--- src/rtl/piso_serial_feeder.sv ---
// Parallel-in serial-out feeder for the downstream SIPO.
// Sends MSB first with a qualifying strobe, then pulses word-done.
module piso_serial_feeder #(
  parameter int WIDTH      = 4,
  parameter int GAP_CYCLES = 1
) (
  input  logic             Clk_In,
  input  logic             Reset_In,
  input  logic             Enable_In,
  input  logic [WIDTH-1:0] Parallel_Data_In,
  input  logic             Data_Valid_In,
  output logic             Data_Ready_Out,
  output logic             Serial_Data_Out,
  output logic             Shift_Data_Signal_Out,
  output logic             Word_Done_Out,
  output logic             Busy_Out
);

  localparam int BW = $clog2(WIDTH);
  localparam int GW = (GAP_CYCLES > 0) ?
                      $clog2(GAP_CYCLES + 1) : 1;

  localparam logic [BW-1:0] BIT_INIT = BW'(WIDTH - 1);
  localparam logic [GW-1:0] GAP_INIT =
    (GAP_CYCLES > 0) ? GW'(GAP_CYCLES - 1) : '0;

  localparam logic [1:0] S_IDLE  = 2'd0;
  localparam logic [1:0] S_SHIFT = 2'd1;
  localparam logic [1:0] S_DONE  = 2'd2;
  localparam logic [1:0] S_GAP   = 2'd3;

  logic [1:0]       state_q, state_d;
  logic [WIDTH-1:0] sreg_q, sreg_d;
  logic [BW-1:0]    bcnt_q, bcnt_d;
  logic [GW-1:0]    gcnt_q, gcnt_d;
  logic             ser_q, ser_d;
  logic             shf_q, shf_d;
  logic             done_q, done_d;
  logic             accept;

  assign Data_Ready_Out = Enable_In & (state_q == S_IDLE);
  assign accept         = Data_Valid_In & Data_Ready_Out;

  always_comb begin
    state_d = state_q;
    sreg_d  = sreg_q;
    bcnt_d  = bcnt_q;
    gcnt_d  = gcnt_q;
    ser_d   = ser_q;
    shf_d   = shf_q;
    done_d  = done_q;
    if (Enable_In) begin
      case (state_q)
        S_IDLE: begin
          if (accept) begin
            sreg_d  = Parallel_Data_In;
            bcnt_d  = BIT_INIT;
            ser_d   = Parallel_Data_In[WIDTH-1];
            shf_d   = 1'b1;
            state_d = S_SHIFT;
          end
        end
        S_SHIFT: begin
          if (bcnt_q != '0) begin
            sreg_d = {sreg_q[WIDTH-2:0], 1'b0};
            ser_d  = sreg_q[WIDTH-2];
            bcnt_d = bcnt_q - BW'(1);
          end else begin
            shf_d   = 1'b0;
            ser_d   = 1'b0;
            done_d  = 1'b1;
            state_d = S_DONE;
          end
        end
        S_DONE: begin
          done_d = 1'b0;
          gcnt_d = GAP_INIT;
          state_d = (GAP_CYCLES > 0) ? S_GAP : S_IDLE;
        end
        default: begin
          if (gcnt_q == '0) state_d = S_IDLE;
          else gcnt_d = gcnt_q - GW'(1);
        end
      endcase
    end
  end

  always_ff @(posedge Clk_In or posedge Reset_In) begin
    if (Reset_In) begin
      state_q <= S_IDLE;
      sreg_q  <= '0;
      bcnt_q  <= '0;
      gcnt_q  <= '0;
      ser_q   <= 1'b0;
      shf_q   <= 1'b0;
      done_q  <= 1'b0;
    end else begin
      state_q <= state_d;
      sreg_q  <= sreg_d;
      bcnt_q  <= bcnt_d;
      gcnt_q  <= gcnt_d;
      ser_q   <= ser_d;
      shf_q   <= shf_d;
      done_q  <= done_d;
    end
  end

  // Frozen strobes stay registered so they re-appear on re-enable.
  assign Serial_Data_Out       = ser_q;
  assign Shift_Data_Signal_Out = shf_q & Enable_In;
  assign Word_Done_Out         = done_q & Enable_In;
  assign Busy_Out              = (state_q != S_IDLE);

endmodule

--- config.mk ---
export PLATFORM = sky130hd
export DESIGN_NAME = piso_serial_feeder
export DESIGN_NICKNAME = d
export VERILOG_FILES = /design/src/rtl/piso_serial_feeder.sv
export SDC_FILE = /design/constraint.sdc
export NUM_CORES = 1
export LEC_CHECK = 0
export ABC_AREA = 1
export CAP_MARGIN = 20
export CORE_AREA = 2 2 39 41
export CTS_CLUSTER_DIAMETER = 30
export DETAILED_ROUTE_END_ITERATION = 7
export DIE_AREA = 0 0 41 43
export PLACE_DENSITY = 0.81
export SETUP_SLACK_MARGIN = 0.02
export SLEW_MARGIN = 20
export SYNTH_ARGS = -nofsm -noshare
export SYNTH_HDL_FRONTEND = slang
export SYNTH_SLANG_ARGS = --single-unit
--- constraint.sdc ---
create_clock -name Clk_In -period 3.36 [get_ports Clk_In]
set_input_delay 0.336 -clock Clk_In [delete_from_list [all_inputs] [get_ports Clk_In]]
set_output_delay 0.336 -clock Clk_In [all_outputs]
set_load 0.05 [all_outputs]
==> impl_metrics.ini <==
[detailed_routing]
wire_per_inst_um = 11.02
drt_iter0_drc = 10
remaining_drc_errors = 0
ant_nets = 0
firstDrtPassIters = 4
vias = 611
drt_wl_total_um = 1344
viasPerCell = 5.008

[synth]
synth_flop_cell = dfrtp_1
yosysTopAreaCell = dfrtp_1
netlist_area_um2 = 684.4
synth_edf_count = 0
ys_ff_latch = 10
synth_nets = 106
syn_avg_cell_area_um2 = 7.359
syn_inst = 93
yosysMostFrequentCell = nand2_1
yosysSeqAreaShare_pct = 36.56
yosysWarnings = 0
yosys-top-cells-area = dfrtp_1 (37%), nand2_1 (19%), inv_1 (9.3%), ha_1 (9.1%), nand3_1 (5.9%)
yosys-top-cells-count = nand2_1 (34), inv_1 (17), dfrtp_1 (10), nand3_1 (8), ha_1 (5)
synth_top_area_share_pct = 36.56
async_reset_ff_share_pct = 100.0
ys_types = 14

[layout]
fillers = 122
final_cells = 122
diodes = 0
fin_nets = 121
synthToLayoutAreaGrowth_pct = 21.39
final_util_pct = 60.04
drive_above_1_share_pct = 10.38

[placed_design]
place_hpwl_um = 978.7
place_inst = 119
gp_congestion = 0.7740
post-place-ws_ps = 1092
portBuffers = 12

[sta]
hold_violations = 0
max_freq_ghz = 0.4135
tightest_slew_ps = 496.5
setup_tns_ps = 0
grt_setup_unrepaired = no
slew_viol_final = 0
setup_ws_ps = 941.5
max_slew_margin_pct = 66.90
finalSetupViolations = 0
period_share_pct = 71.98
layout_min_cycle_time_ps = 2418
finalClockSkew_ps = 5.137

[pwr]
p_leak_nw = 0.4754
power_w = 0.0007748
max-vdd-ir-drop_mv = 0.4566
power_density_nw_per_um2 = 932.6

[clock_network]
hold_buffers = 0
cts_setup_buffers = 0
cts.sinks = 10
cts_resized = 0
cts-root-buf = clkbuf_4
insertion_delay_ps = 280
clockBufferDepth = 2
ctsHtreeMaxLevel = 1
numCtsBuffers = 3
tritoncts = built
clkTransAtPathRegs_ps = 70

[die]
start_util_pct = 49.46
core-area_um2 = 1384
die_h_um = 43
io_pins = 13
rows = 14
die_area_um2 = 1763
fp.dieW_um = 41

[run]
cap_violations = 0

[worst_setup_path]
setup.worst_path.start_class = register
end_kind = output pin
worstPathMaxFanout = 7
worstSetupPathType = register to output pin
worstPathArrival_ps = 2080
cp_data_required_time_ps = 3020

[global_routing]
grt_antenna_before_repair = 0
grt_pass1_wl_um = 2297
grt-ovfl-total = 0
grt_use_total_pct = 19.84
grt_max_degree = 12
grt_pass1_vias = 568

[status]
outcome = finished, final reports clean

[worst_hold_path]
worstHoldPathType = primary input to async pin
[cells in the final DEF, fill, tap and decap left out]
| cell | synthesis | layout |
|---|---|---|
| ha_1 | 5 | 5 |
| inv_1 | 17 | 17 |
| nand3_1 | 8 | 8 |
| nand3_4 | 1 | 1 |
| a21oi_2 | 2 | 2 |
| nand4_1 | 4 | 4 |
| nand2_1 | 34 | 34 |
| clkbuf_4 | 0 | 3 |
| clkdlybuf4s50_1 | 0 | 12 |
| nand2_4 | 2 | 2 |
| dfrtp_1 | 10 | 10 |
| nor2_1 | 4 | 4 |
| o21bai_1 | 1 | 1 |
| nand2_2 | 3 | 3 |
[per-layer routing]
layer	routed length, um	track usage (%)
met1	592	23.15
met3	68	4.712
met2	638	30.94
met5	0	0
met4	45	12.00
[registers in the layout (all words and copies together) (netlist names)]
signal / cells
bcnt_q: 2
shf_q: 1
state_q: 2
done_q: 1
Serial_Data_Out: 1
sreg_q: 3
[through the flow]
step	hold WS (ps)	instance area, um2
6_report	341.1	830.8
5_1_grt	399.0	830.8
4_1_cts	358.1	830.8
3_5_place_dp	466.2	808.3
3_3_place_gp	454.3	808.3
2_1_floorplan	176.2	684.4
[power breakdown]
part | internal (W) | total (W) | switching, W
clock network | 0.0000416 | 0.0000866 | 0.0000450
registers | 0.000178 | 0.000215 | 0.0000363
logic | 0.000162 | 0.000474 | 0.000311
total | 0.000382 | 0.000775 | 0.000392
[worst paths after layout]
path                             from              to  slack [ps]  cells after the start
max reg2reg                state_q[1]       sreg_q[1]        1790                      7
min                          Reset_In       bcnt_q[0]         340                      2
min in group Clk_In         bcnt_q[1]       bcnt_q[1]         480                      2
max                        state_q[0]  Data_Ready_Out         940                      5
max in group asynchronous    Reset_In           shf_q        2730                      2
min reg2reg                 bcnt_q[1]       bcnt_q[1]         480                      2
[worst max-delay path, stage by stage (launching register included)]
cell	delay, ps
dfrtp_1	410
inv_1	90
ha_1	330
nand2_2	120
inv_1	70
clkdlybuf4s50_1	790
[area by class of cell]
cell class | instances | area, um2 | share of cell area (%)
Tap cell | 16 | 20.02 | 2.410
Inverter | 17 | 63.81 | 7.681
Timing Repair Buffer | 12 | 120.1 | 14.46
Sequential cell | 10 | 250.2 | 30.12
Clock buffer | 3 | 22.52 | 2.711
Multi-Input combinational cell | 64 | 354.1 | 42.62
[cell families (layout without fill, tap and decap cells)]
| kind of cell | count (synthesis) | count (layout) | share of synthesized area (%) |
|---|---|---|---|
| AO/OA/AOI/OAI | 3 | 3 | 3.657 |
| buffers and inverters | 19 | 32 | 11.70 |
| flip-flops | 10 | 10 | 36.56 |
| AND/OR/NAND/NOR | 56 | 56 | 38.94 |
| adder cells (fa/ha/maj) | 5 | 5 | 9.141 |
(Power assumes the default switching activity.)
